**src/rtl/bottle_pkg.sv**
```systemverilog
// Shared types and constants for the bottle fill controller.
package bottle_pkg;

  typedef enum logic [2:0] {
    S_IDLE,
    S_LOAD,
    S_FILL,
    S_SETTLE,
    S_ADVANCE,
    S_DONE,
    S_ERROR
  } state_t;

  localparam logic [1:0] ERR_NONE     = 2'd0;
  localparam logic [1:0] ERR_CFG      = 2'd1;
  localparam logic [1:0] ERR_OVERFILL = 2'd2;
  localparam logic [1:0] ERR_CONV_TMO = 2'd3;

endpackage

```
**src/rtl/sensor_sync.sv**
```systemverilog
// Two-flop synchroniser for an asynchronous sensor, followed by a registered
// rising-edge detect that yields a one-cycle event.
module sensor_sync (
  input  logic clk,
  input  logic reset,
  input  logic async_in,
  output logic rise
);

  logic meta;
  logic sync;
  logic sync_d;

  always_ff @(posedge clk or posedge reset) begin
    if (reset) begin
      meta   <= 1'b0;
      sync   <= 1'b0;
      sync_d <= 1'b0;
      rise   <= 1'b0;
    end else begin
      meta   <= async_in;
      sync   <= meta;
      sync_d <= sync;
      rise   <= sync & ~sync_d;
    end
  end

endmodule

```
**src/rtl/bottle_fill_ctrl.sv**
```systemverilog
// Tablet bottle-filling sequencer: counts tablets into each bottle, checks for
// overfill during a settle window, then advances the conveyor to the next bottle.
module bottle_fill_ctrl
  import bottle_pkg::*;
#(
  parameter int unsigned SETTLE_CYC  = 16,
  parameter int unsigned ADV_TIMEOUT = 1000
) (
  input  logic       clk,
  input  logic       reset,
  input  logic       start,
  input  logic       pause,
  input  logic       clr_err,
  input  logic       tablet_pulse,
  input  logic       bip,
  input  logic [5:0] cfg_tabs,
  input  logic [3:0] cfg_bottles,
  output logic       feeder_en,
  output logic       conveyor_en,
  output logic       busy,
  output logic       done,
  output logic [5:0] tab_cnt,
  output logic [3:0] bottle_cnt,
  output logic [1:0] err_code
);

  localparam int unsigned SW = (SETTLE_CYC > 1) ? $clog2(SETTLE_CYC) : 1;
  localparam int unsigned AW = (ADV_TIMEOUT > 1) ? $clog2(ADV_TIMEOUT) : 1;
  localparam logic [SW-1:0] SETTLE_LAST = SW'(SETTLE_CYC - 1);
  localparam logic [AW-1:0] ADV_LAST    = AW'(ADV_TIMEOUT - 1);

  state_t        state;
  logic [5:0]    tgt_tabs;
  logic [3:0]    tgt_bottles;
  logic [SW-1:0] settle_cnt;
  logic [AW-1:0] adv_cnt;
  logic          tab_ev;
  logic          bip_ev;
  logic [5:0]    tab_inc;
  logic [3:0]    bottle_inc;

  sensor_sync u_tab_sync (
    .clk      (clk),
    .reset    (reset),
    .async_in (tablet_pulse),
    .rise     (tab_ev)
  );

  // A synchronised rising edge of bip is by construction a low-then-high sequence.
  sensor_sync u_bip_sync (
    .clk      (clk),
    .reset    (reset),
    .async_in (bip),
    .rise     (bip_ev)
  );

  assign tab_inc    = tab_cnt + 6'd1;
  assign bottle_inc = bottle_cnt + 4'd1;

  always_ff @(posedge clk or posedge reset) begin
    if (reset) begin
      state       <= S_IDLE;
      feeder_en   <= 1'b0;
      conveyor_en <= 1'b0;
      busy        <= 1'b0;
      done        <= 1'b0;
      tab_cnt     <= '0;
      bottle_cnt  <= '0;
      err_code    <= ERR_NONE;
      tgt_tabs    <= '0;
      tgt_bottles <= '0;
      settle_cnt  <= '0;
      adv_cnt     <= '0;
    end else begin
      case (state)
        S_IDLE, S_DONE: begin
          if (start) begin
            state <= S_LOAD;
            busy  <= 1'b1;
            done  <= 1'b0;
          end
        end

        S_LOAD: begin
          tgt_tabs    <= cfg_tabs;
          tgt_bottles <= cfg_bottles;
          tab_cnt     <= '0;
          bottle_cnt  <= '0;
          if (cfg_tabs == '0 || cfg_bottles == '0) begin
            state    <= S_ERROR;
            err_code <= ERR_CFG;
            busy     <= 1'b0;
          end else begin
            state     <= S_FILL;
            err_code  <= ERR_NONE;
            feeder_en <= !pause;
          end
        end

        S_FILL: begin
          feeder_en <= !pause;
          if (tab_ev) begin
            tab_cnt <= tab_inc;
            if (tab_inc == tgt_tabs) begin
              state      <= S_SETTLE;
              feeder_en  <= 1'b0;
              settle_cnt <= '0;
            end
          end
        end

        S_SETTLE: begin
          if (tab_ev) begin
            tab_cnt  <= tab_inc;
            err_code <= ERR_OVERFILL;
            state    <= S_ERROR;
            busy     <= 1'b0;
          end else if (settle_cnt == SETTLE_LAST) begin
            state       <= S_ADVANCE;
            conveyor_en <= !pause;
            adv_cnt     <= '0;
          end else begin
            settle_cnt <= settle_cnt + 1'b1;
          end
        end

        S_ADVANCE: begin
          conveyor_en <= !pause;
          if (bip_ev) begin
            bottle_cnt  <= bottle_inc;
            tab_cnt     <= '0;
            conveyor_en <= 1'b0;
            if (bottle_inc == tgt_bottles) begin
              state <= S_DONE;
              done  <= 1'b1;
              busy  <= 1'b0;
            end else begin
              state     <= S_FILL;
              feeder_en <= !pause;
            end
          end else if (!pause) begin
            if (adv_cnt == ADV_LAST) begin
              state       <= S_ERROR;
              err_code    <= ERR_CONV_TMO;
              conveyor_en <= 1'b0;
              busy        <= 1'b0;
            end else begin
              adv_cnt <= adv_cnt + 1'b1;
            end
          end
        end

        S_ERROR: begin
          feeder_en   <= 1'b0;
          conveyor_en <= 1'b0;
          if (clr_err) begin
            state    <= S_IDLE;
            err_code <= ERR_NONE;
          end
        end

        default: begin
          state       <= S_IDLE;
          feeder_en   <= 1'b0;
          conveyor_en <= 1'b0;
          busy        <= 1'b0;
          done        <= 1'b0;
        end
      endcase
    end
  end

endmodule

```
**config.mk**
```make
export PLATFORM = sky130hd
export DESIGN_NAME = bottle_fill_ctrl
export DESIGN_NICKNAME = d
export VERILOG_FILES = /design/src/rtl/bottle_pkg.sv /design/src/rtl/sensor_sync.sv /design/src/rtl/bottle_fill_ctrl.sv
export SDC_FILE = /design/constraint.sdc
export NUM_CORES = 1
export LEC_CHECK = 0
export ABC_CLOCK_PERIOD_IN_PS = 4200
export BUFFER_PORTS_ARGS = -buffer_cell sky130_fd_sc_hd__buf_2
export CORE_MARGIN = 3
export CORE_UTILIZATION = 59
export DETAILED_ROUTE_END_ITERATION = 8
export PLACE_DENSITY = 0.89
export SLEW_MARGIN = 20
export SYNTH_ARGS = -nofsm -noshare
export SYNTH_HDL_FRONTEND = slang
export SYNTH_SLANG_ARGS = --single-unit
```
**constraint.sdc**
```tcl
create_clock -name clk -period 4.2 [get_ports clk]
set_clock_uncertainty 0.2 [all_clocks]
set_input_delay 0.21 -clock clk [delete_from_list [all_inputs] [get_ports clk]]
set_output_delay 0.21 -clock clk [all_outputs]
set_load 0.005 [all_outputs]
```
==> impl_metrics.py, run 1 <==
metrics = {
    "timing": {
        "hold_ws_ns": 0.0255,
        "slew_violations": 0,
        "finalSetupViolCount": 0,
        "worst_pin_slew_ns": 0.944,
        "clock.fmax_ghz": 0.402,
        "rsz0062_at_grt": "false",
        "slew_headroom_pct": 37.1,
        "fin_crit_ns": 2.49,
        "hold_viol": 0,
        "final.period_utilization_pct": 59.3,
        "tns_ns": 0,
        "setup_ws_ns": 1.71,
    },
    "final_layout": {
        "drive_above_1_share_pct": 16.1,
        "multi_input_area_mm2": 0.00157,
        "nets": 380,
        "fin_cells": 427,
        "diodes": 0,
        "syn_to_final_growth_pct": 12.8,
        "nFillCells": 367,
        "regArea_mm2": 0.00128,
        "final_util_pct": 70.0,
    },
    "pwr": {
        "peakVddDrop_mv": 0.348,
        "seqPwrFrac_pct": 40.7,
        "power.leakage_uw": 0.00153,
        "p_sw_share_pct": 42.1,
        "p_int_uw": 1160,
        "powerDensity_mw_per_mm2": 598,
        "power_switching_uw": 845,
        "p_clk_share_pct": 15.7,
        "p_comb_share_pct": 43.6,
    },
    "worst_setup_path": {
        "critPathMaxFanout": 30,
        "crit_required_ns": 4.21,
        "crit_arrival_ns": 2.50,
        "startpoint_type": "flip-flop",
        "critPathKind": "flip-flop to flip-flop",
        "cp-end-kind": "flip-flop",
    },
    "logic_synthesis": {
        "synth_area_mm2": 0.00297,
        "synth_fp_nets": 342,
        "synth_top_area_share_pct": 42.9,
        "synth_cells": 321,
        "yosys-top-cells-area": "dfrtp_1, nand2_1, nor2_1",
        "async_reset_ff_share_pct": 100,
        "synth_seq_cells": 51,
        "synth_top_area_cell": "dfrtp_1",
        "synth.distinct_cells": 68,
        "synth_flop_cell": "dfrtp_1",
        "yosys_warnings": 0,
        "synth_most_common_cell": "nand2_1",
        "synth_edf_count": 0,
        "synth_seq_area_share_pct": 42.9,
        "syn_area_per_cell_um2": 9.26,
        "ys_top_cells_by_count": "nand2_1, dfrtp_1, nor2_1",
    },
    "detailed_routing": {
        "wire_per_inst_um": 16.3,
        "ant_nets": 0,
        "via_count": 2563,
        "drcViolationCount": 0,
        "first_iter_violations": 236,
        "routed_wl_um": 6970,
        "vias_per_cell": 6.00,
        "first_pass_iters": 4,
    },
    "die": {
        "ios": 33,
        "die_area_mm2": 0.00592,
        "coreArea_mm2": 0.00479,
        "initial_core_util_pct": 62.1,
        "die_height_um": 77.0,
        "row_count": 25,
        "die_x_um": 77.0,
    },
    "place": {
        "dpl.cell_count": 406,
        "dp_hpwl_um": 4630,
        "port_buffers": 32,
        "place_congestion": 0.906,
        "place_ws_ns": 1.75,
    },
    "grt": {
        "grt_pass1_vias": 2592,
        "antenna_found_initial": 0,
        "grt_max_degree": 52,
        "grt_use_total_pct": 25.1,
        "overflow": 0,
        "grt_pass1_wl_um": 12100,
    },
    "cts": {
        "cts_sinks": 51,
        "cts_resized": 0,
        "cts_buffer_depth": 2,
        "clk_latency_ns": 0.31,
        "cts_tree": "done",
        "cts_root_buf": "clkbuf_8",
        "h-tree-depth": 2,
        "clk_pin_slew_ns": 0.09,
        "cts_made_buffers": 5,
    },
    "run": {
        "cap_violations": 0,
    },
    "outcome": {
        "status": "finished, final reports clean",
    },
    "min_path": {
        "hold_path.class": "input pin to flip-flop",
    },
}
-- cell type report --
type	instances	area share (%)
tap	67	2.50
multi-input combinational	248	46.8
inverter	8	0.933
timing repair buffer	45	8.66
sequential	51	38.1
clock buffer	8	2.99
-- registers in the layout (all words and copies together) (netlist names), 2 cells and up --
name,count
adv_cnt,10
bottle_cnt,4
err_code,2
settle_cnt,4
state,3
tab_cnt,6
tgt_bottles,4
tgt_tabs,6
-- worst max-delay path, stage by stage (launching register included) --
cell and delay (ns):
dfrtp_1 0.74, or3b_4 0.59, o32ai_4 0.32, nand3_1 0.19
o41ai_2 0.35
-- layout by cell type, fill, tap and decap left out, types with 7 or more instances in the layout --
cell type / netlist / layout
a21oi_1: 10 / 10
dfrtp_1: 51 / 51
nor2_1: 26 / 26
buf_2: 4 / 32
dlygate4sd3_1: 0 / 13
xor2_1: 9 / 9
clkbuf_8: 0 / 7
o21ai_1: 8 / 8
nand2_1: 56 / 56
nand3_1: 16 / 16
a31oi_1: 9 / 9
o21ai_0: 19 / 19
-- power by group through the flow --
stage	Combinational, µW	Clock (µW)	Sequential, µW
2_1_floorplan	770	0	718
4_1_cts	862	317	812
3_5_place_dp	847	0	820
6_report	874	314	817
3_3_place_gp	821	0	806
5_1_grt	977	337	841
-- through the flow --
step / total power [µW] / cell area (µm²)
3_5_place_dp: 1670 / 3120
6_report: 2000 / 3350
4_1_cts: 1990 / 3350
2_1_floorplan: 1490 / 2970
5_1_grt: 2150 / 3350
3_3_place_gp: 1630 / 3120
-- repair_timing --
| action | 4_1_cts | 5_1_grt |
|---|---|---|
| endpoints found under the hold margin | 16 | 0 |
| endpoints found under the setup margin | 0 | 0 |
| buffers inserted | 0 | 0 |
| hold buffers | 13 | 0 |
-- cell families after synthesis --
| kind of cell | Yosys count | synth area share (%) |
|---|---|---|
| mux | 7 | 2.65 |
| flops | 51 | 42.9 |
| compound gates | 81 | 19.2 |
| simple gates | 140 | 24.2 |
| fa+ha+maj | 4 | 1.68 |
| buf+inv | 22 | 4.21 |
| xor+xnor | 16 | 5.18 |
-- final timing paths --
kind,from,to,slack (ns),cells after the start
worst max register to register,state[1],adv_cnt[6],1.71,4
worst max-delay path,state[1],adv_cnt[6],1.71,4
min in group asynchronous,reset,tab_cnt[2],0.38,3
max in group asynchronous,reset,tgt_bottles[3],2.90,3
worst min register to register,u_bip_sync.meta,u_bip_sync.sync,0.16,0
worst min-delay path,pause,conveyor_en,0.03,2
-- per-layer routing --
layer / up-vias / routed length, µm / track usage [%]
met3: 8 / 300 / 4.69
met1: 1250 / 3020 / 33.4
met4: 0 / 78 / 7.30
met5: - / 0 / 0
met2: 67 / 3570 / 42.1
li1: 1238 / - / -
(Power assumes the default switching activity.)
==> run 2, diff against run 1 <==
- ABC_CLOCK_PERIOD_IN_PS: 4200 -> 2090
- CORE_UTILIZATION: 59 -> 53
- PLACE_DENSITY: 0.89 -> 0.85
- clock period: 4.2 -> 2.09 ns (I/O delays scaled with it)
==> run 2 against run 1 <==
Clock power is 70% higher. Combinational power grew to 2.7 times the previous value. Final area is 10% higher. Flip-flop and latch count stayed put. Setup slack worse by 1.7 ns. Worst hold slack better by 0.053 ns. Fmax is 21% higher. Sequential share of layout area is 3.4 points lower. Highest routed layer unchanged.
==> impl_metrics.py, run 2 (synthesis results as in run 1) <==
metrics = {
    "worst_setup_path": {
        "startpoint_type": "flip-flop",
        "r2r_end": "busy",
        "path_cells": "or4b_1, a31oi_2, nor2_2, o2111ai_1, mux2_4",
        "rrSetupSlack_ns": 0.03,
        "critPathMaxFanout": 6,
        "worst-path-buf-inv": 0,
        "crit_required_ns": 2.08,
        "crit-reg2reg-launch": "state[0]",
        "critPathKind": "flip-flop to flip-flop",
        "r2r_cells": 5,
        "cp-end-kind": "flip-flop",
        "cp_top_family": "simple AND/OR/NAND/NOR gates",
        "crit_slowest_cell": "or4b_1",
        "slowest_delay_ns": 0.53,
        "crit_arrival_ns": 2.06,
    },
    "final_layout": {
        "diodes": 0,
        "largest_register": "adv_cnt",
        "syn_to_final_growth_pct": 24.3,
        "final_util_pct": 70.1,
        "drive_above_1_share_pct": 26.9,
        "nets": 412,
        "largestRegisters": "adv_cnt: 10 flops, tab_cnt: 6 flops, tgt_tabs: 6 flops",
        "final_common_cell": "nand2_1",
        "final_cell_mix": "nand2_1, dfrtp_1, buf_2, buf_4, nor2_1",
        "largest_register_ffs": 10,
    },
    "die": {
        "die_height_um": 80.9,
        "ios": 33,
        "row_count": 26,
        "coreArea_mm2": 0.00527,
        "die_x_um": 80.9,
        "initial_core_util_pct": 56.4,
        "die_area_mm2": 0.00654,
    },
    "pwr": {
        "power.leakage_uw": 0.00169,
        "peakVddDrop_mv": 0.725,
        "power_uw": 4340,
        "powerDensity_mw_per_mm2": 1170,
    },
    "timing": {
        "clock.fmax_ghz": 0.485,
        "final.period_utilization_pct": 98.7,
        "finalSetupViolCount": 0,
        "tns_ns": 0,
        "slew_violations": 0,
        "slew_headroom_pct": 61.2,
        "worst_pin_slew_ns": 0.581,
        "rsz0062_at_grt": "true",
        "hold_viol": 0,
        "hold_ws_ns": 0.0786,
        "setup_ws_ns": 0.0270,
        "fin_crit_ns": 2.06,
    },
    "detailed_routing": {
        "first_iter_violations": 247,
        "wire_per_inst_um": 16.1,
        "vias_per_cell": 6.03,
        "drcViolationCount": 0,
        "ant_nets": 0,
        "first_pass_iters": 5,
        "routed_wl_um": 7430,
        "via_count": 2775,
    },
    "cts": {
        "cts_root_buf": "clkbuf_8",
        "cts_buffer_depth": 2,
        "clk_latency_ns": 0.30,
        "h-tree-depth": 2,
        "cts_sinks": 51,
        "cts_tree": "done",
        "clk_pin_slew_ns": 0.09,
        "cts_made_buffers": 5,
    },
    "grt": {
        "antenna_found_initial": 0,
        "grt_pass1_vias": 2685,
        "grt_use_total_pct": 24.1,
        "overflow": 0,
        "grt_pass1_wl_um": 12300,
        "grt_max_degree": 28,
    },
    "min_path": {
        "hold_path.class": "input pin to flip-flop",
        "whs_path_depth": 4,
        "hold_start": "clr_err",
        "min_to": "state[1]",
    },
    "place": {
        "place_congestion": 0.865,
        "dp_hpwl_um": 5190,
        "port_buffers": 32,
        "place_ws_ns": -0.108,
    },
    "outcome": {
        "status": "finished, final reports clean",
    },
    "run": {
        "cap_violations": 0,
    },
}
-- run 2: layer usage --
metal	global-route usage (%)	routed length [µm]	part of all wire [%]
met1	32.1	3200	43
met5	0	0	0
met3	4.55	451	6.1
met2	39.6	3660	49
met4	8.28	122	1.6
-- run 2: cell type report --
class	instances	area [µm²]
Fill cell	400	1580
Inverter	8	30.0
Clock buffer	6	72.6
Sequential cell	51	1280
Timing Repair Buffer	77	562
Multi-Input combinational cell	248	1660
Tap cell	70	87.6
-- run 2: worst max-delay path by stage --
stage / startpoint / endpoint / slack [ns] / cells past startpoint
2_1_floorplan: tab_cnt[0] / feeder_en / 0.01 / 6
6_report: state[0] / busy / 0.03 / 5
4_1_cts: tab_cnt[0] / settle_cnt[1] / 0.004 / 6
5_1_grt: state[0] / adv_cnt[7] / -0.06 / 6
3_5_place_dp: tab_cnt[0] / feeder_en / -0.11 / 6
3_3_place_gp: tab_cnt[0] / settle_cnt[3] / 0.009 / 6
-- run 2: metrics by stage --
stage	instance area, µm²	std cells
6_report	3690	460
3_5_place_dp	3350	438
4_1_cts	3590	459
5_1_grt	3690	460
3_3_place_gp	3350	438
2_1_floorplan	2970	321
-- run 2: timing repair --
| item | 4_1_cts | 5_1_grt |
|---|---|---|
| hold buffers | 15 | 1 |
| pin swaps | 3 | 9 |
| resized for setup | 4 | 19 |
| endpoints found under the hold margin | 38 | 1 |
| setup endpoints to repair | 8 | 17 |
| buffers inserted | 0 | 2 |
-- run 2: worst register-to-register path, stage by stage, from the launching register on --
cell	delay, ns
dfrtp_2	0.45
or4b_1	0.53
a31oi_2	0.23
nor2_2	0.09
o2111ai_1	0.14
mux2_4	0.32
-- run 2: report_power, final --
part | internal [µW] | switching (µW)
Combinational | 1050 | 1280
Sequential | 1250 | 226
Clock | 224 | 310
Total | 2520 | 1810
